`config.mk`:
```
export PLATFORM = sky130hd
export DESIGN_NAME = stochastic_stream_bank
export DESIGN_NICKNAME = d
export VERILOG_FILES = /design/src/rtl/stochastic_stream_bank_pkg.sv /design/src/rtl/stochastic_stream_bank_lfsr.sv /design/src/rtl/stochastic_stream_bank.sv
export SDC_FILE = /design/constraint.sdc
export NUM_CORES = 1
export LEC_CHECK = 0
export ABC_AREA = 1
export CAP_MARGIN = 10
export CORE_MARGIN = 2
export CORE_UTILIZATION = 45
export DETAILED_ROUTE_END_ITERATION = 16
export MAX_ROUTING_LAYER = met4
export PLACE_DENSITY = 0.63
export SLEW_MARGIN = 15
export SYNTH_ARGS = -nofsm -noshare
export SYNTH_HDL_FRONTEND = slang
export SYNTH_SLANG_ARGS = --single-unit
```
`constraint.sdc`:
```
create_clock -name clk -period 2.8 [get_ports clk]
set_input_delay 0.84 -clock clk [delete_from_list [all_inputs] [get_ports clk]]
set_output_delay 0.84 -clock clk [all_outputs]
set_load 0.1 [all_outputs]
```
`src/rtl/stochastic_stream_bank_pkg.sv`:
```
// Shared types and constants for the stochastic stream bank: FSM states,
// LFSR feedback mask and the per-channel seed spreading rule.
package stochastic_stream_bank_pkg;

  typedef enum logic [0:0] {
    IDLE = 1'b0,
    RUN  = 1'b1
  } state_t;

  // Galois feedback for taps 32,22,2,1
  localparam logic [31:0] LFSR_TAP_MASK    = 32'h8020_0003;
  localparam logic [31:0] GOLDEN_SEED_STEP = 32'h9E37_79B9;

  // Spread channel seeds by the golden-ratio step; an all-zero LFSR would lock up.
  function automatic logic [31:0] channel_seed(input logic [31:0] base, input int unsigned k);
    logic [31:0] s;
    s = base ^ (k * GOLDEN_SEED_STEP);
    if (s == 32'h0) s = 32'h1;
    return s;
  endfunction

endpackage

```
`src/rtl/stochastic_stream_bank_lfsr.sv`:
```
// Free-running 32-bit Galois LFSR, loaded with its seed on every reset cycle.
module lfsr_seeded
  import stochastic_stream_bank_pkg::*;
#(
  parameter logic [31:0] SEED = 32'h1
) (
  input  logic        clk,
  input  logic        rst_n,
  output logic [31:0] register
);

  always_ff @(posedge clk) begin
    if (!rst_n) begin
      register <= SEED;
    end else if (register[0]) begin
      register <= (register >> 1) ^ LFSR_TAP_MASK;
    end else begin
      register <= register >> 1;
    end
  end

endmodule

```
`src/rtl/stochastic_stream_bank.sv`:
```
// Multi-channel stochastic number generator: framed Bernoulli bitstreams
// from latched operands compared against per-channel (or shared) LFSR slices.
module stochastic_stream_bank
  import stochastic_stream_bank_pkg::*;
#(
  parameter int          WIDTH    = 10,
  parameter int          CHANNELS = 4,
  parameter int          LEN_LOG2 = 10,
  parameter int          RAND_LSB = 15,
  parameter logic [31:0] SEED     = 32'hACE1_2468
) (
  input  logic                               clk,
  input  logic                               rst_n,
  input  logic                               start,
  input  logic                               correlated,
  input  logic                               abort,
  input  logic [CHANNELS*WIDTH-1:0]          binary_numbers,
  output logic [CHANNELS-1:0]                stochastic_bits,
  output logic                               stream_valid,
  output logic                               busy,
  output logic                               done,
  output logic [CHANNELS*(LEN_LOG2+1)-1:0]   high_counts,
  output logic [0:0]                         state_dbg
);

  localparam int                 CW        = LEN_LOG2 + 1;
  localparam logic [LEN_LOG2-1:0] CNT_ONE   = LEN_LOG2'(1);
  localparam logic [CW-1:0]       TALLY_ONE = CW'(1);

  // Handshake: start is a one-cycle request honoured only in IDLE; stream_valid
  // qualifies stochastic_bits each cycle; done pulses one cycle after the last bit.
  state_t                      state;
  logic                        corr_q;
  logic [CHANNELS*WIDTH-1:0]   ops_q;
  logic [LEN_LOG2-1:0]         cycle_cnt;
  logic                        last_q;
  logic                        start_accept;
  logic                        run_step;
  logic [CHANNELS-1:0]         cmp;
  logic [WIDTH-1:0]            rand_slice [CHANNELS];

  assign start_accept = (state == IDLE) && start;
  assign run_step     = (state == RUN) && !abort;
  assign busy         = stream_valid;
  assign state_dbg    = state;

  for (genvar k = 0; k < CHANNELS; k++) begin : g_ch
    logic [31:0]      lfsr_q;
    logic             lfsr_unused;
    logic [WIDTH-1:0] rand_k;
    logic [CW-1:0]    tally_q;
    logic [CW-1:0]    count_q;

    lfsr_seeded #(.SEED(channel_seed(SEED, k))) u_lfsr (
      .clk      (clk),
      .rst_n    (rst_n),
      .register (lfsr_q)
    );

    assign lfsr_unused   = ^lfsr_q;
    assign rand_slice[k] = lfsr_q[RAND_LSB +: WIDTH];
    // Correlated mode feeds every comparator from channel 0's random number.
    assign rand_k        = corr_q ? rand_slice[0] : rand_slice[k];
    assign cmp[k]        = rand_k < ops_q[k*WIDTH +: WIDTH];

    always_ff @(posedge clk) begin
      if (!rst_n) begin
        tally_q <= '0;
        count_q <= '0;
      end else begin
        if (start_accept) begin
          tally_q <= '0;
        end else if (run_step && cmp[k]) begin
          tally_q <= tally_q + TALLY_ONE;
        end
        if (last_q) count_q <= tally_q;
      end
    end

    assign high_counts[k*CW +: CW] = count_q;
  end

  always_ff @(posedge clk) begin
    if (!rst_n) begin
      state           <= IDLE;
      corr_q          <= 1'b0;
      ops_q           <= '0;
      cycle_cnt       <= '0;
      last_q          <= 1'b0;
      stream_valid    <= 1'b0;
      stochastic_bits <= '0;
      done            <= 1'b0;
    end else begin
      done   <= last_q;
      last_q <= 1'b0;
      case (state)
        IDLE: begin
          stream_valid    <= 1'b0;
          stochastic_bits <= '0;
          if (start) begin
            state     <= RUN;
            ops_q     <= binary_numbers;
            corr_q    <= correlated;
            cycle_cnt <= '0;
          end
        end
        RUN: begin
          if (abort) begin
            state           <= IDLE;
            stream_valid    <= 1'b0;
            stochastic_bits <= '0;
          end else begin
            stream_valid    <= 1'b1;
            stochastic_bits <= cmp;
            cycle_cnt       <= cycle_cnt + CNT_ONE;
            if (&cycle_cnt) begin
              state  <= IDLE;
              last_q <= 1'b1;
            end
          end
        end
        default: state <= IDLE;
      endcase
    end
  end

endmodule

```
==> results.ini <==
[status]
status=finished, final reports clean

[sta]
setup_viol=0
slew_viol_final=0
finalSetupTns_ns=0
period_share_pct=88.90
tightest_slew_ns=0.6465
clock_skew_ns=0.01574
clock.fmax_mhz=401.7
min_period_ns=2.489
rsz0062_at_grt=false
hold_viol_final=0
slew-limit-headroom_pct=56.90

[global_routing]
grt_pass1_vias=8018
globalRoute.totalOverflow=0
grt_pass1_wl_um=39470
grt_start_max_net_pins=169
antenna_found_initial=0
track_usage_pct=18.99

[setup_path]
cp-startpoint=corr_q
critPathArrivalTime_ns=2.90
path_class=flip-flop to flip-flop
critPathRequiredTime_ns=3.21
worstSetupEndpointType=flip-flop
critPathLaunchType=flip-flop
r2r-start=corr_q
path_max_fanout=17

[hold_path]
hold_path_startpoint=g_ch[0].u_lfsr.register[25]
hold_path.class=flip-flop to flip-flop

[cts]
cts_made_buffers=28
cts_hold_buf=0
root_buffer=clkbuf_16
cts_tree=built
cts_resized=0
insertion_delay_ns=0.54
cts_sinks=275
cts_setup_buffers=0
clk_path_buf_depth=3
cts.clk_slew.worst_paths_ns=0.06
htreeDepth=1

[floorplanning]
die_h_um=158.7
die_w_um=158.7
start_util_pct=45.91
rows=56
die_area_um2=25200
boundaryPins=97
core_area_um2=23470

[routing]
ant_nets=0
vias=8482
drc=0
routed_wl_um=23150
firstDrtPassIters=5
wl_per_cell_um=12.90
dr.first_iter.drc_count=595
viasPerCell=4.728

[logic_synthesis]
yosys.cell_types.count=35
synth_seq_area_share_pct=51.09
syn-num-nets=1456
avgSynthCellArea_um2=7.865
synth_seq_cells=275
syn_inst=1370
synth_area_um2=10780
synth_edf_count=0
yosys_warnings=0
ys.flop_type=dfxtp_1
ys_async_sr_fraction_pct=0

[final_layout]
drive_above_1_share_pct=12.27
utilization_pct=54.67
stdcell_count=1794
n_antenna_cell=0
layout_common_cells=dfxtp_1, nand2_1, inv_1
final_common_cell=dfxtp_1
register_area_um2=5507
finalNetCount=1540
syn2layout_area_growth_pct=19.10
multiInputGateArea_um2=4163
fillCellCount=2239

[power]
leakage_nw=5.946
p_per_area_nw_per_um2=683.5
irDropWorstVdd_mv=0.4124

[place]
hpwl_um=15590
placed_cells=1743
gp_congestion=0.8601
port_buffers=96

[job]
maxCapViolCount=0

-- path summary, 6_finish.rpt --
kind                                 end  slack (ns)  cells after the start
max                   g_ch[2].tally_q[1]        0.31                     11
min          g_ch[0].u_lfsr.register[24]        0.41                      2
max reg2reg           g_ch[2].tally_q[1]        0.31                     11
min reg2reg  g_ch[0].u_lfsr.register[24]        0.41                      2
-- sequential cells by signal (all words and copies together), names as in the netlist --
signal	cells
busy	1
corr_q	1
cycle_cnt	10
done	1
g_ch.count_q	44
g_ch.tally_q	44
g_ch.u_lfsr.register	128
last_q	1
ops_q	40
state_dbg	1
stochastic_bits	4
-- stage by stage --
step	instance area, µm²	worst slack [ns]	power, mW	hold WS [ns]
finish	12830	0.3107	8.771	0.4056
global route	12830	0.07743	9.192	0.4234
CTS	12830	0.2989	8.890	0.4097
detailed placement	11880	0.3310	5.097	0.3963
global placement	11880	0.3813	5.083	0.3917
floorplan	10780	0.6038	4.835	0.3883
-- metal layers --
metal  vias to the layer above  global-route usage (%)  share of wire, %
met4                         0                   3.461               1.2
met1                      3852                   26.08                50
met2                       121                   30.19                45
li1                       4482                       -                 -
met3                        27                   2.717               3.7
met5                         -                       -                 0
-- where the power goes --
group	total [mW]	switching, mW	internal [mW]
Combinational	0.832	0.512	0.320
Sequential	4.18	0.0795	4.10
Clock	3.76	1.51	2.25
Total	8.77	2.10	6.67
-- synthesized netlist by cell type (3+ instances only) --
master / count / share of area, %
a21oi_1: 113 / 5.2
buf_2: 9 / 0.42
buf_6: 5 / 0.52
clkbuf_1: 42 / 1.5
dfxtp_1: 275 / 51
ha_1: 41 / 4.8
inv_1: 216 / 7.5
inv_2: 3 / 0.10
nand2_1: 270 / 9.4
nand2_2: 5 / 0.29
nand3_1: 50 / 2.3
nand3_2: 4 / 0.37
nand4_1: 26 / 1.5
nor2_1: 97 / 3.4
nor2_2: 4 / 0.23
nor3_1: 8 / 0.37
nor3_2: 3 / 0.28
nor4_1: 3 / 0.17
o21ai_0: 124 / 5.8
or2_2: 39 / 2.3
xnor2_1: 9 / 0.73
xor2_1: 6 / 0.49
-- cells by family (layout without fill, tap and decap cells) --
kind of cell	Yosys count	count (layout)	synth area share [%]
AO/OA/AOI/OAI	245	245	11.54
XOR/XNOR	15	15	1.219
adder cells (fa/ha/maj)	41	41	4.761
buffers and inverters	280	385	10.28
flip-flops	275	275	51.09
AND/OR/NAND/NOR	514	514	21.11
-- layout make-up --
class / count / area share, %
Sequential cell: 275 / 42.91
Multi-Input combinational cell: 815 / 32.44
Timing Repair Buffer: 114 / 7.702
Inverter: 220 / 6.435
Clock buffer: 37 / 6.113
Tap cell: 319 / 3.110
Clock inverter: 14 / 1.297
-- worst max-delay path, stage by stage, from the launching register on --
cell	delay (ns)
dfxtp_1	0.51
buf_4	0.28
o21ai_0	0.13
ha_1	0.30
nand2_1	0.09
nor2_1	0.06
nand2_1	0.08
nor2_1	0.05
nor2_2	0.40
nand3_1	0.27
nand2_1	0.12
a21oi_1	0.07
Power figures use the tool's default switching activity.
